<file path="src/rtl/corr_seq_ctrl.sv">
// corr_seq_ctrl: frame sequencer and tap-weight store for the systolic correlation PE chain.
// Clears the reset-less PE partial sums, streams N samples in, then flushes TAPS-1
// zeros so that the full correlation (N+TAPS-1 results) is flagged on y_valid.
// Optional build macro: CORR_SEQ_CTRL_VALID_ONLY_EN -- flag only full-window results
// and skip the FLUSH phase.
module corr_seq_ctrl #(
    parameter int unsigned TAPS  = 3,
    parameter int unsigned XW    = 8,
    parameter int unsigned YW    = 16,
    parameter int unsigned LEN_W = 8
) (
    input  logic                 clk,
    input  logic                 rst_n,
    // frame control
    input  logic                 start,
    input  logic [LEN_W-1:0]     frame_len,
    output logic                 busy,
    output logic                 done,
    // sample stream in
    input  logic                 s_valid,
    input  logic [XW-1:0]        s_data,
    output logic                 s_ready,
    // weight configuration
    input  logic                 cfg_we,
    input  logic [1:0]           cfg_addr,
    input  logic [XW-1:0]        cfg_wdata,
    output logic                 cfg_err,
    // PE chain interface
    output logic                 dp_en,
    output logic [XW-1:0]        dp_x,
    output logic [TAPS*XW-1:0]   dp_w,
    input  logic [YW-1:0]        dp_y,
    // result stream out
    output logic [YW-1:0]        y_data,
    output logic                 y_valid,
    output logic                 y_last
);

    // Sample/phase counter is two bits wider than the frame length so N+TAPS-1 never wraps.
    localparam int unsigned CNT_W   = LEN_W + 2;
    // Index of the final CLEAR / FLUSH cycle.
    localparam int unsigned PH_LAST = TAPS - 2;

    typedef enum logic [2:0] {
        S_IDLE,
        S_CLEAR,
        S_STREAM,
        S_FLUSH,
        S_DONE
    } state_t;

    state_t                   state_q, state_d;
    logic [CNT_W-1:0]         cnt_q, cnt_d;
    logic [CNT_W-1:0]         len_q, len_d;
    logic [TAPS-1:0][XW-1:0]  w_q, w_d;

    logic busy_q,    busy_d;
    logic done_q,    done_d;
    logic s_ready_q, s_ready_d;
    logic cfg_err_q, cfg_err_d;
    logic y_valid_q, y_valid_d;
    logic y_last_q,  y_last_d;

    logic             dp_en_c;
    logic [XW-1:0]    dp_x_c;
    logic             cfg_addr_ok;

    // State, counters, weights and registered flags.
    always_ff @(posedge clk or negedge rst_n) begin
        if (!rst_n) begin
            state_q   <= S_IDLE;
            cnt_q     <= '0;
            len_q     <= '0;
            busy_q    <= 1'b0;
            done_q    <= 1'b0;
            s_ready_q <= 1'b0;
            cfg_err_q <= 1'b0;
            y_valid_q <= 1'b0;
            y_last_q  <= 1'b0;
            for (int unsigned i = 0; i < TAPS; i++) begin
                w_q[i] <= XW'(i + 2);
            end
        end else begin
            state_q   <= state_d;
            cnt_q     <= cnt_d;
            len_q     <= len_d;
            busy_q    <= busy_d;
            done_q    <= done_d;
            s_ready_q <= s_ready_d;
            cfg_err_q <= cfg_err_d;
            y_valid_q <= y_valid_d;
            y_last_q  <= y_last_d;
            w_q       <= w_d;
        end
    end

    // Next-state, counter, weight-write and datapath-drive decode.
    always_comb begin
        state_d     = state_q;
        cnt_d       = cnt_q;
        len_d       = len_q;
        w_d         = w_q;
        cfg_err_d   = 1'b0;
        y_valid_d   = 1'b0;
        y_last_d    = 1'b0;
        dp_en_c     = 1'b0;
        dp_x_c      = '0;
        cfg_addr_ok = (32'(cfg_addr) < TAPS);

        // Weights are only writable while idle; any other write is rejected and flagged.
        if (cfg_we) begin
            if ((state_q == S_IDLE) && cfg_addr_ok) begin
                for (int unsigned i = 0; i < TAPS; i++) begin
                    if (32'(cfg_addr) == i) begin
                        w_d[i] = cfg_wdata;
                    end
                end
            end else begin
                cfg_err_d = 1'b1;
            end
        end

        case (state_q)
            S_IDLE: begin
                if (start) begin
                    len_d   = CNT_W'(frame_len);
                    cnt_d   = '0;
                    state_d = S_CLEAR;
                end
            end

            // Push zeros through the chain so stale partial sums cannot leak into the frame.
            S_CLEAR: begin
                dp_en_c = 1'b1;
                if (cnt_q == CNT_W'(PH_LAST)) begin
                    cnt_d   = '0;
                    state_d = (len_q == '0) ? S_DONE : S_STREAM;
                end else begin
                    cnt_d = cnt_q + CNT_W'(1);
                end
            end

            // Bubbles hold the chain frozen; each handshake yields one result a cycle later.
            S_STREAM: begin
                dp_en_c = s_valid;
                dp_x_c  = s_data;
                if (s_valid) begin
                    cnt_d = cnt_q + CNT_W'(1);
`ifdef CORR_SEQ_CTRL_VALID_ONLY_EN
                    y_valid_d = (cnt_q >= CNT_W'(TAPS - 1));
`else
                    y_valid_d = 1'b1;
`endif
                    if (cnt_d == len_q) begin
                        cnt_d = '0;
`ifdef CORR_SEQ_CTRL_VALID_ONLY_EN
                        // DONE is the one-cycle wait: the last full-window result lands there.
                        y_last_d = y_valid_d;
                        state_d  = S_DONE;
`else
                        state_d  = S_FLUSH;
`endif
                    end
                end
            end

            // Drain the tail of the correlation with zero samples.
            S_FLUSH: begin
                dp_en_c   = 1'b1;
                y_valid_d = 1'b1;
                if (cnt_q == CNT_W'(PH_LAST)) begin
                    y_last_d = 1'b1;
                    cnt_d    = '0;
                    state_d  = S_DONE;
                end else begin
                    cnt_d = cnt_q + CNT_W'(1);
                end
            end

            // Single cycle; a start seen here is deliberately dropped.
            S_DONE: begin
                state_d = S_IDLE;
            end

            default: begin
                state_d = S_IDLE;
            end
        endcase

        busy_d    = (state_d != S_IDLE);
        done_d    = (state_d == S_DONE);
        s_ready_d = (state_d == S_STREAM);
    end

    assign busy    = busy_q;
    assign done    = done_q;
    assign s_ready = s_ready_q;
    assign cfg_err = cfg_err_q;
    assign y_valid = y_valid_q;
    assign y_last  = y_last_q;
    assign dp_w    = w_q;
    assign dp_en   = dp_en_c;
    assign dp_x    = dp_x_c;
    assign y_data  = dp_y;

endmodule
</file>
<file path="config.mk">
export PLATFORM = sky130hd
export DESIGN_NAME = corr_seq_ctrl
export DESIGN_NICKNAME = d
export VERILOG_FILES = /design/src/rtl/corr_seq_ctrl.sv
export SDC_FILE = /design/constraint.sdc
export NUM_CORES = 1
export LEC_CHECK = 0
export CAP_MARGIN = 20
export CORE_MARGIN = 5
export CORE_UTILIZATION = 44
export DETAILED_ROUTE_END_ITERATION = 10
export PLACE_DENSITY = 0.76
export RECOVER_POWER = 50
export SETUP_SLACK_MARGIN = 0.1
export SLEW_MARGIN = 20
export SYNTH_ARGS = -nofsm -noshare
export SYNTH_HDL_FRONTEND = slang
export SYNTH_SLANG_ARGS = --single-unit
</file>
<file path="constraint.sdc">
create_clock -name clk -period 2.85 [get_ports clk]
set_input_delay 0.4275 -clock clk [delete_from_list [all_inputs] [get_ports clk]]
set_output_delay 0.4275 -clock clk [all_outputs]
set_load 0.01 [all_outputs]
</file>
==> impl_metrics.ini <==
[logic_synthesis]
yosysTopAreaCellShare_pct = 44.01
yosysSeqAreaShare_pct = 47.94
synth_top_area_cell = dfrtp_1
synth_cell_types = 53
synthesis.area_sq_um = 2673
syn_area_per_cell_sq_um = 11.04
synth_edf_count = 0
synth_fp_nets = 291
yosys_warnings = 0
ys_top_cells_by_area = dfrtp_1 (44%), mux2_2 (11%), buf_4 (4.5%)
syn_inst = 242
post-synth-top-count-cell = dfrtp_1
netlist_top_cells_count = dfrtp_1 (47), mux2_2 (25), nand2_1 (21)
ys.flop_type = dfrtp_1
synth-async-reset-ratio_pct = 100.0
ys_ff_latch = 51

[critical_path]
r2r_start = cnt_q[0]$_DFFE_PN0P_
crit_top_cell = or2_1
startpoint_type = flip-flop
cp_slowest_cell = dfrtp_1
path_buf_inv = 0
cp_top_family = simple AND/OR/NAND/NOR gates
cpPeakStageDelay_ns = 0.48
worstPathArrival_ns = 2.67
reg2reg_slack_ns = 0.36
path_class = flip-flop to flip-flop
reg2reg_depth = 8
rr_endpoint = cnt_q[0]$_DFFE_PN0P_
crit_chain = ha_2 -> nand3_1 -> or2_1 -> xnor2_1 -> o41a_1 -> nor3_4 -> or2_1 -> o21ai_1
end_kind = flip-flop
cp_max_fo = 9
worstPathRequired_ns = 3.03

[final_layout]
n_antenna_cell = 0
finalInstanceArea_sq_um = 3412
multi_input_area_sq_um = 1205
register_area_sq_um = 1281
fin_nets = 346
area_growth_pct = 27.67
fill_cells = 512
drive_above_1_share_pct = 14.43

[detailed_routing]
ant_nets = 0
first_pass_iters = 4
avgRoutedWirePerCell_um = 15.89
drc_errors = 0
wl_um = 5927
drt_iter0_drc = 76
vias_per_cell = 5.322
vias = 1985

[worst_hold_path]
hold_path.class = input port to async pin

[cts]
path_clk_slew_ns = 0.09
clkLatencyLatePin_ns = 0.30
cts_buffers = 5
cts_hold_buf = 0
cts_buffer_depth = 2
post_cts_resized = 0
cts.sinks = 51
cts_tree = built
post_cts_buffers = 0
htreeDepth = 2
cts-root-buf = clkbuf_8

[grt]
grt_max_degree = 22
grt.overflow.total = 0
grt_pass1_wl_um = 9756
track_usage_pct = 16.05
antenna_found_initial = 0
grt_pass1_vias = 1967

[power_and_ir_drop]
leakage_nw = 1.413
pwr_density_cell_nw_per_um2 = 1069
irDropWorstVdd_mv = 0.4741

[flow_run]
maxCapViolCount = 0

[timing]
setup_viol = 0
fin_skew_ns = 0.004310
clock.fmax_ghz = 0.4014
finalCritPeriodShare_pct = 87.41
maxSlewHeadroom_pct = 26.42
setup_tns_ns = 0
maxSlewViolCount = 0
finalHoldViolations = 0
worst_slew_pin_slew_ns = 1.104
rsz0062_at_grt = no
min_period_ns = 2.491

[die]
core_area_sq_um = 5921
die_area_sq_um = 7733
io_pins = 102
initial_core_util_pct = 45.14
row_count = 28
fp.dieW_um = 87.94
die_y_um = 87.94

[placement]
dpl.hpwl_um = 4602
io_buffers = 69
gp_congestion = 0.8896
place_area_sq_um = 3316

[outcome]
outcome = finished, final reports clean
power breakdown:
group          internal [mW]  switching (mW)  leakage [nW]  total [mW]
logic                  0.987           0.814         0.731        1.80
registers               1.06           0.294         0.631        1.35
clock network          0.262           0.231        0.0514       0.493
kinds of logic after synthesis:
kind of cell | share of synthesized area, %
AND/OR/NAND/NOR | 18.21
adder cells (fa/ha/maj) | 0.9362
AO/OA/AOI/OAI | 9.270
flip-flops | 47.94
XOR/XNOR | 3.277
multiplexers | 13.44
buffers and inverters | 6.929
layout by cell type, fill, tap and decap left out, drive strengths merged, types with 2 or more instances in the layout:
cell           Yosys  routed
nor2b              5       5
o21bai             3       3
or4                2       2
o22ai              2       2
nor4b              2       2
nand4              3       3
dfrtp             47      47
xnor2              5       5
and2              10      10
dlygate4sd3        0       2
dfstp              4       4
nor3b              2       2
a21o               5       5
or2                3       3
nor2               7       7
xor2               5       5
nand2b             3       3
nor3               6       6
clkbuf             4      10
mux2              31      31
ha                 2       2
nand2             21      21
nand3              4       4
nor4               3       3
clkdlybuf4s50      0      66
o21ai              6       6
a21oi              9       9
or3                6       6
inv                5       5
metrics by stage:
| step | setup slack (ns) | utilization, % | instances | power, mW | hold WS (ns) |
|---|---|---|---|---|---|
| after CTS | 0.2935 | 57.86 | 373 | 3.686 | 0.01739 |
| after detailed placement | 0.3199 | 56.00 | 365 | 3.180 | 0.3555 |
| after global routing | 0.1474 | 57.63 | 373 | 3.905 | 0.2853 |
| after global placement | 0.3749 | 56.00 | 365 | 3.130 | 0.3490 |
| final | 0.3587 | 57.63 | 373 | 3.646 | 0.2001 |
| after floorplan | 0.5862 | - | 242 | 2.413 | 0.1319 |
area by class of cell:
class / instances / area share [%]
clock inverters: 2 / 1.100
multi-input cells: 161 / 35.31
inverters: 5 / 0.5501
repair buffers: 73 / 20.61
well taps: 75 / 2.750
flip-flops and latches: 51 / 37.55
clock buffers: 6 / 2.127
routing by layer:
metal  part of all wire, %  global-route usage (%)  up-vias  wire [um]
met5                     0                       0        -          0
met4                   1.5                   5.439        0         89
met3                   8.3                   3.669       10        493
met2                    48                   25.82       66       2853
met1                    42                   21.41      964       2491
li1                      -                       -      945          -
worst reg2reg max path, cell delays in order, from the launching register on:
cell and delay (ns):
dfrtp_1 0.48, ha_2 0.33, nand3_1 0.15, or2_1 0.28, xnor2_1 0.15, o41a_1 0.41
nor3_4 0.30, or2_1 0.21, o21ai_1 0.07
worst max-delay path by stage:
stage / endpoint / slack, ns / cells past startpoint / from
6_report: cnt_q[0]$_DFFE_PN0P_ / 0.36 / 8 / cnt_q[0]$_DFFE_PN0P_
4_1_cts: cnt_q[0]$_DFFE_PN0P_ / 0.29 / 8 / cnt_q[0]$_DFFE_PN0P_
5_1_grt: cnt_q[0]$_DFFE_PN0P_ / 0.15 / 8 / cnt_q[0]$_DFFE_PN0P_
2_1_floorplan: s_ready$_DFF_PN0_ / 0.59 / 9 / cnt_q[0]$_DFFE_PN0P_
3_5_place_dp: cnt_q[0]$_DFFE_PN0P_ / 0.32 / 8 / cnt_q[0]$_DFFE_PN0P_
3_3_place_gp: cnt_q[7]$_DFFE_PN0P_ / 0.37 / 8 / cnt_q[0]$_DFFE_PN0P_
flip-flops by register name, indices dropped and copies added, names as in the netlist:
signal,flops
cnt_q,10
y_valid,1
y_last,1
len_q,8
cfg_err,1
busy,1
done,1
s_ready,1
state_q,3
dp_w,24
Power figures use the tool's default switching activity.
